[config.mk]
export PLATFORM = sky130hd
export DESIGN_NAME = mac_accumulator
export DESIGN_NICKNAME = d
export VERILOG_FILES = /design/src/rtl/mac_pkg.sv /design/src/rtl/mac_sat_adder.sv /design/src/rtl/mac_accumulator.sv
export SDC_FILE = /design/constraint.sdc
export NUM_CORES = 1
export LEC_CHECK = 0
export ABC_CLOCK_PERIOD_IN_PS = 7460
export CAP_MARGIN = 20
export CORE_ASPECT_RATIO = 2
export CORE_MARGIN = 5
export CORE_UTILIZATION = 57
export CTS_CLUSTER_DIAMETER = 30
export DETAILED_ROUTE_END_ITERATION = 8
export PLACE_DENSITY_LB_ADDON = 0.08
export SETUP_SLACK_MARGIN = 0.02
export SLEW_MARGIN = 0
export SYNTH_ARGS = -nofsm -noshare
export SYNTH_HDL_FRONTEND = slang
export SYNTH_SLANG_ARGS = --single-unit
[constraint.sdc]
create_clock -name clk_in -period 7.46 [get_ports clk_in]
set_input_delay 1.492 -clock clk_in [delete_from_list [all_inputs] [get_ports clk_in]]
set_output_delay 1.492 -clock clk_in [all_outputs]
set_load 0.02 [all_outputs]
[src/rtl/mac_pkg.sv]
// Shared types and constants for the MAC accumulator slice.
package mac_pkg;

  typedef enum logic {
    ACUM = 1'b0,
    DONE = 1'b1
  } mac_state_e;

  localparam int unsigned CNT_WIDTH = 8;
  localparam logic [CNT_WIDTH-1:0] CNT_MAX = '1;

endpackage

[src/rtl/mac_sat_adder.sv]
// Combinational ACC_WIDTH signed adder with overflow detect.
// MAC_SATURATE_EN clamps an overflowing sum; otherwise it wraps.
module mac_sat_adder #(
  parameter int unsigned ACC_WIDTH = 16
) (
  input  logic signed [ACC_WIDTH-1:0] a_i,
  input  logic signed [ACC_WIDTH-1:0] b_i,
  output logic signed [ACC_WIDTH-1:0] sum_o,
  output logic                        ovf_o
);

  logic signed [ACC_WIDTH-1:0] raw;

  always_comb begin
    raw   = a_i + b_i;
    // Same-sign operands producing an opposite-sign result is signed overflow.
    ovf_o = (a_i[ACC_WIDTH-1] == b_i[ACC_WIDTH-1]) &&
            (raw[ACC_WIDTH-1] != a_i[ACC_WIDTH-1]);
`ifdef MAC_SATURATE_EN
    if (ovf_o) begin
      sum_o = a_i[ACC_WIDTH-1] ? {1'b1, {(ACC_WIDTH-1){1'b0}}}
                               : {1'b0, {(ACC_WIDTH-1){1'b1}}};
    end else begin
      sum_o = raw;
    end
`else
    sum_o = raw;
`endif
  end

endmodule

[src/rtl/mac_accumulator.sv]
// Multiply-accumulate back end: sums booth_multiplier products into a dot product.
// Build option MAC_SATURATE_EN selects saturating instead of wrapping sums.
module mac_accumulator
  import mac_pkg::*;
#(
  parameter int unsigned DATA_WIDTH = 4,
  parameter int unsigned ACC_WIDTH  = 16
) (
  input  logic                          clk_in,
  input  logic                          rst_in,
  input  logic signed [2*DATA_WIDTH-1:0] producto_in,
  input  logic                          producto_valid_in,
  input  logic                          last_in,
  input  logic                          clear_in,
  input  logic                          resultado_ready_in,
  output logic                          ready_out,
  output logic signed [ACC_WIDTH-1:0]   resultado_out,
  output logic                          resultado_valid_out,
  output logic [CNT_WIDTH-1:0]          cuenta_out,
  output logic                          overflow_out
);

  if (ACC_WIDTH < 2 * DATA_WIDTH) begin : g_width_chk
    $error("mac_accumulator: ACC_WIDTH must be >= 2*DATA_WIDTH");
  end

  mac_state_e                  state_q, state_d;
  logic signed [ACC_WIDTH-1:0] acc_q, acc_d;
  logic signed [ACC_WIDTH-1:0] res_q, res_d;
  logic [CNT_WIDTH-1:0]        cnt_q, cnt_d;
  logic                        ovf_q, ovf_d;

  logic signed [ACC_WIDTH-1:0] prod_ext;
  logic signed [ACC_WIDTH-1:0] add_sum;
  logic signed [ACC_WIDTH-1:0] next_acc;
  logic                        add_ovf;

  assign prod_ext = ACC_WIDTH'(producto_in);

  mac_sat_adder #(
    .ACC_WIDTH (ACC_WIDTH)
  ) u_adder (
    .a_i   (acc_q),
    .b_i   (prod_ext),
    .sum_o (add_sum),
    .ovf_o (add_ovf)
  );

`ifdef MAC_SATURATE_EN
  // Once saturated, later terms must not pull the sum back off the rail.
  assign next_acc = ovf_q ? acc_q : add_sum;
`else
  assign next_acc = add_sum;
`endif

  always_comb begin
    state_d = state_q;
    acc_d   = acc_q;
    res_d   = res_q;
    cnt_d   = cnt_q;
    ovf_d   = ovf_q;
    unique case (state_q)
      ACUM: begin
        if (clear_in) begin
          acc_d = '0;
          cnt_d = '0;
          ovf_d = 1'b0;
        end else if (producto_valid_in) begin
          cnt_d = (cnt_q == CNT_MAX) ? cnt_q : cnt_q + CNT_WIDTH'(1);
          ovf_d = ovf_q | add_ovf;
          if (last_in) begin
            res_d   = next_acc;
            acc_d   = '0;
            state_d = DONE;
          end else begin
            acc_d = next_acc;
          end
        end
      end
      DONE: begin
        if (clear_in) begin
          state_d = ACUM;
          acc_d   = '0;
          res_d   = '0;
          cnt_d   = '0;
          ovf_d   = 1'b0;
        end else if (resultado_ready_in) begin
          state_d = ACUM;
          cnt_d   = '0;
          ovf_d   = 1'b0;
        end
      end
      default: state_d = ACUM;
    endcase
  end

  always_ff @(posedge clk_in) begin
    if (rst_in) begin
      state_q <= ACUM;
      acc_q   <= '0;
      res_q   <= '0;
      cnt_q   <= '0;
      ovf_q   <= 1'b0;
    end else begin
      state_q <= state_d;
      acc_q   <= acc_d;
      res_q   <= res_d;
      cnt_q   <= cnt_d;
      ovf_q   <= ovf_d;
    end
  end

  assign ready_out           = (state_q == ACUM);
  assign resultado_valid_out = (state_q == DONE);
  assign resultado_out       = res_q;
  assign cuenta_out          = cnt_q;
  assign overflow_out        = ovf_q;

endmodule

-- Word level (Yosys, flattened, before mapping)
Cells that the tools add are included.
- bits of input ports: 14
- ROM bits: 0
- word-level logic and storage cells: 50
- latch bits: 0
- flip-flop bits (word level): 42
- RAM bits: 0
- output and inout bits: 27
- memories: 0
- equality and inequality tests: 10
- bitwise gates (word level): 2
- $mul: 0
- muxes and demuxes: 26
- reduce and logical (&&, ||, !) cells: 5
- div/mod/pow operators: 0
- magnitude comparators: 0
- add/sub/neg operators: 2
- shift-type cells: 0
- operators by type and width (cell ; count):
    16-bit two-way mux ; 7
    16-bit case mux with 2 select lines ; 2
    8-bit two-way mux ; 5
    16-bit by 8-bit adder with 16-bit output ; 1
    8-bit case mux with 2 select lines ; 1
    1-bit two-way mux ; 9
    3-bit != test, second input constant ; 3
    8-bit by 1-bit adder with 8-bit output, second input constant ; 1
    8-bit == test, second input constant ; 1
    2-bit != test, second input constant ; 4
    1-bit case mux with 2 select lines ; 2
    2-bit AND reduction ; 2
    4-bit AND reduction ; 1
    3-bit AND reduction ; 1
    1-bit == test ; 1
    1-bit logical AND ; 1
    1-bit != test ; 1
    1-bit NOT ; 1
    1-bit bitwise OR ; 1

-- Logic depth before layout (Yosys ltp)
- depth after elaboration: 7
- depth in mapped cells: 9
- mapped depth without buffers: 9

-- Hierarchy
Synthesis repeated with hierarchy kept, for this count alone.
- cells, all modules: 275
- area total of the unflattened synthesis: 2356.0 um^2
- by module, submodules not included (module ; sequential area each (um^2) ; times used ; area an instance (um^2) ; cells each):
    mac_accumulator ; 840.8 ; 1 ; 1659.1 ; 182
    mac_sat_adder ; 0.0 ; 1 ; 696.9 ; 93

-- Least setup slack after synthesis
OpenSTA, ideal clock, no wires.
- kind: input -> register
- start: input producto_in[0]
- end: register acc_q[14]
- required time: 7343 ps
- stages on the path: 9
- buffers on the path: 0
- slack: 4100 ps
- library setup time: 117 ps
- data arrival time: 3243 ps
- cells stage by stage: ha_1 -> fa_1 -> a21oi_1 -> o21ai_1 -> o21ba_2 -> a221o_1 -> a21oi_1 -> xnor2_1 -> a22o_1
- longest elaborated chain between the ends: 5
- RTL lines (what ; RTL line ; text):
    start, declared ; mac_accumulator.sv:11 ; input logic signed [2*DATA_WIDTH-1:0] producto_in,
    16-bit by 8-bit adder with 16-bit output ; mac_sat_adder.sv:15 ; raw = a_i + b_i;
    16-bit two-way mux ; mac_accumulator.sv:71 ; if (last_in) begin
    16-bit two-way mux ; mac_accumulator.sv:68 ; end else if (producto_valid_in) begin
    16-bit two-way mux ; mac_accumulator.sv:64 ; if (clear_in) begin
    16-bit case mux with 2 select lines ; mac_accumulator.sv:62 ; unique case (state_q)
    end signal, assigned ; mac_accumulator.sv:100 ; acc_q <= '0;
    end signal, assigned ; mac_accumulator.sv:106 ; acc_q <= acc_d;
    end, declared ; mac_accumulator.sv:28 ; logic signed [ACC_WIDTH-1:0] acc_q, acc_d;
Every way passes these cells. The select of a mux whose other input is x is not followed.
A chain may end at the register's enable or synchronous reset.

-- Final worst setup path
- start: input producto_in[7]
- end: register acc_q[15]
Same word-level chain as after synthesis.

==> results.md <==
* CP max stage delay at 780 ps
* Status: completed
* Critical Path Fanout Max at 14
* Largest area contributor in the synthesized netlist: dfxtp_1
* Top FF cell, synth: dfxtp_1
* Post-synth cell types at 55
* Synth Cell Area at 0.002364 mm^2
* 1st-iter DRT viols at between 50 and 60
* Gpl congestion at approximately 0.87
* GRT Residual Overflow at 0
* Met2 usage at a little over two fifths
* Setup Buffers After CTS at 0
* Via density at roughly 6
* Die ar. at 0.005613 mm^2
* Required @ worst endpoint at ~7700 ps
* Starting Density at around three fifths
* M3 GR Usage at between 3 and 4%
* FF-to-FF path depth at 9
* WL final at roughly 5.9 mm
* Setup TNS at 0 ps
* Synthesized flop and latch total at 42
* Buffers on Ports at 40
* Final Hold Viols at 0
* CP Launch Type: primary input
* Crit Path Class: primary input to register
* Tightest Hold Check Type: register to register
* Post-DRT Antenna Nets at 0
* Worst-path clk slew at 70 ps
* Layout cell share with drive strength beyond 1 at between 7 and 8%
* Reg-to-reg startpoint: acc_q[0]
* RSZ-0062 raised after global routing: false
* Slew @ Worst Pin at roughly 840 ps
* Final setup fails at 0
* Setup slack at placement at about 3200 ps
* R2r setup slk at 5130 ps
* VDD IR-drop max at between 0.15 and 0.2 mV
* Global-route wire length before repair at ~10 mm
* Worst Setup SP: producto_in[7]
* Cts hold-fix bufs at 0
* Nets at 341
* NetSw at around 130 uW
* Global Route Usage Sum at between 20% and 30%
* Top delay family on crit path: simple AND/OR/NAND/NOR gates
* MaxCap Viol Count at 0
* Gate power share at between 10% and 20%
* FFs w/ async S/R, synth at 0%
* Vias at roughly 2200
* Crit path depth at 9
* Met1 Use GR at between 20% and 30%
* Area grow syn2layout at 22.60%
* Tmin final at 4084 ps
* Die W at 55.54 um
* Setup ws final at ~3400 ps
* Core box area at a little over 0.004 mm^2
* Switching share of power at between 20% and 30%
* Post-synth EDFFs at 0
* Number of fill cells at roughly 370
* Die Ht at 101.1 um
* Syn nets at 300
* Leading cell types in the layout, fill and taps excluded: 42 x dfxtp_1, 40 x clkdlybuf4s50_1, 27 x nand2_1, 23 x nor2_1, 22 x a21oi_1
* Clk_skew at approximately 7.4 ps
* Antenna cells at 0
* Sequential share of the synthesized area at 35.57%
* Cell Rows at 33
* Clk_lat worst skew at 290 ps
* Router iterations before antenna repair at 4
* Cell Chain, Critical Path: clkdlybuf4s50_1, ha_1, nand2_2, nor4_4, o21a_1, a41o_2, nor3_2, or4b_1, o211ai_1
* Root buffer cell: clkbuf_8
* CTS buffer count at 5
* Detailed-route DRC error count at 0
* Synth top area share at 35.57%
* Vias in the first global route at about 2200
* Slowest CP cell: clkdlybuf4s50_1
* CTS tree: built
* Largest net degree at the start of global routing at 25
* Initial antenna violation count at 0
* Area contributors post-synth: dfxtp_1 36%, ha_1 8.5%, a21oi_1 4.7%
* Syn Inst Count at roughly 270
* Internal at approximately 340 uW
* CTS Buffer Depth at 2
* Slew Limit Fails at 0
* Routed wire per std cell at 16.33 um
* Power Density at 163.2 mW/mm^2
* Mean post-synth cell area at ~9 um^2
* I/O Pins at between 40 and 50
* CP endpoint: acc_q[15]
* Critical Path Sink Type: register
* Post-cts resize count at 0
* RR Endpoint: acc_q[14]
* H-tree levels at 2
* Critical path data arrival time at ~4300 ps
* CP bufs+invs at 1
* Post-layout util at between 70% and 80%
* Grt peak-use layer: met2
* Max-slew headroom at roughly 44%
* Final hold slack at about 470 ps
* Commonest non-fill, non-tap cell in the layout: dfxtp_1
* Seq pwr share at between 40% and 50%
* Final Cycle Share at between 50% and 60%
* Clock network fraction of design power at about a third
* # clock sinks at between 40 and 50
* Warnings, synthesis at 0
* Fmax at 0.2449 GHz
* HPWL after DPL at ~4.5 mm
* Leak pwr at about 0.0011 uW
-- cells by family after synthesis --
kind of cell / Yosys count / share of synthesized area, %
and+or+nand+nor: 94 / 20.81
AOI/OAI and AO/OA: 85 / 24.19
DFF: 42 / 35.57
xor gates and xnor gates: 17 / 6.882
adders and majority gates: 17 / 9.317
buffers and inverters: 11 / 1.959
muxes: 3 / 1.271
-- registers in the layout, indices dropped and copies added, names as in the netlist --
register	cells
acc_q	16
overflow_out	1
cuenta_out	8
resultado_valid_out	1
resultado_out	16
-- metrics by stage --
stage	total power, uW	cells	area (um^2)
4_1_cts	478.4	362	2893
2_1_floorplan	296.7	269	2364
5_1_grt	497.3	363	2898
6_report	473.0	363	2898
3_5_place_dp	327.6	354	2801
3_3_place_gp	326.1	354	2801
-- Yosys cell counts, types with 2 or more instances --
| cell type | count |
|---|---|
| a21o_1 | 4 |
| a21oi_1 | 22 |
| and3_1 | 6 |
| nor3_2 | 2 |
| xor2_1 | 10 |
| inv_1 | 2 |
| o211ai_1 | 2 |
| dfxtp_1 | 42 |
| xnor2_1 | 6 |
| ha_1 | 16 |
| a22oi_1 | 11 |
| clkbuf_1 | 6 |
| nand2_2 | 2 |
| mux2i_1 | 3 |
| o21a_1 | 4 |
| nand2_1 | 27 |
| nor2_1 | 23 |
| o21ai_0 | 13 |
| nor3_1 | 4 |
| or4b_1 | 2 |
| o21ai_1 | 4 |
| nand3_1 | 11 |
| nand4_1 | 4 |
| a22o_1 | 10 |
| a221o_1 | 2 |
| o22ai_1 | 2 |
-- tightest hold or removal path: stages, from the launching register on --
cell and delay (ps):
dfxtp_1 330, nand2_1 50, o21ai_0 60
-- power by group through the flow --
stage	registers (uW)	logic (uW)	clock network (uW)
floorplan	246	51.2	0
global placement	241	85.3	0
detailed placement	241	86.7	0
CTS	236	87.2	155
global route	237	95.7	165
finish	236	87.4	150
-- metal layers --
layer,part of all wire (%),vias to the layer above,wire [um]
met1,38,1017,2270
met5,0,-,0
met4,4.4,0,259
met2,54,56,3213
li1,-,1078,-
met3,3.1,22,182
-- worst min-delay path by stage --
stage                           start                 to  slack (ps)  cells after the start
floorplan                   acc_q[10]          acc_q[10]         430                      2
global placement    resultado_out[10]  resultado_out[10]         450                      2
detailed placement  resultado_out[10]  resultado_out[10]         450                      2
CTS                  resultado_out[2]   resultado_out[2]         470                      2
global route         resultado_out[2]   resultado_out[2]         490                      2
finish              resultado_out[10]  resultado_out[10]         470                      2
-- final cells by class --
type / instances / area (um^2) / share of cell area, %
tap: 52 / 65.06 / 2.245
multi-input combinational: 216 / 1476 / 50.95
clock buffer: 7 / 86.33 / 2.979
clock inverter: 1 / 5.005 / 0.1727
timing repair buffer: 42 / 412.9 / 14.25
inverter: 3 / 11.26 / 0.3886
sequential: 42 / 840.8 / 29.02
Power figures use the tool's default switching activity.
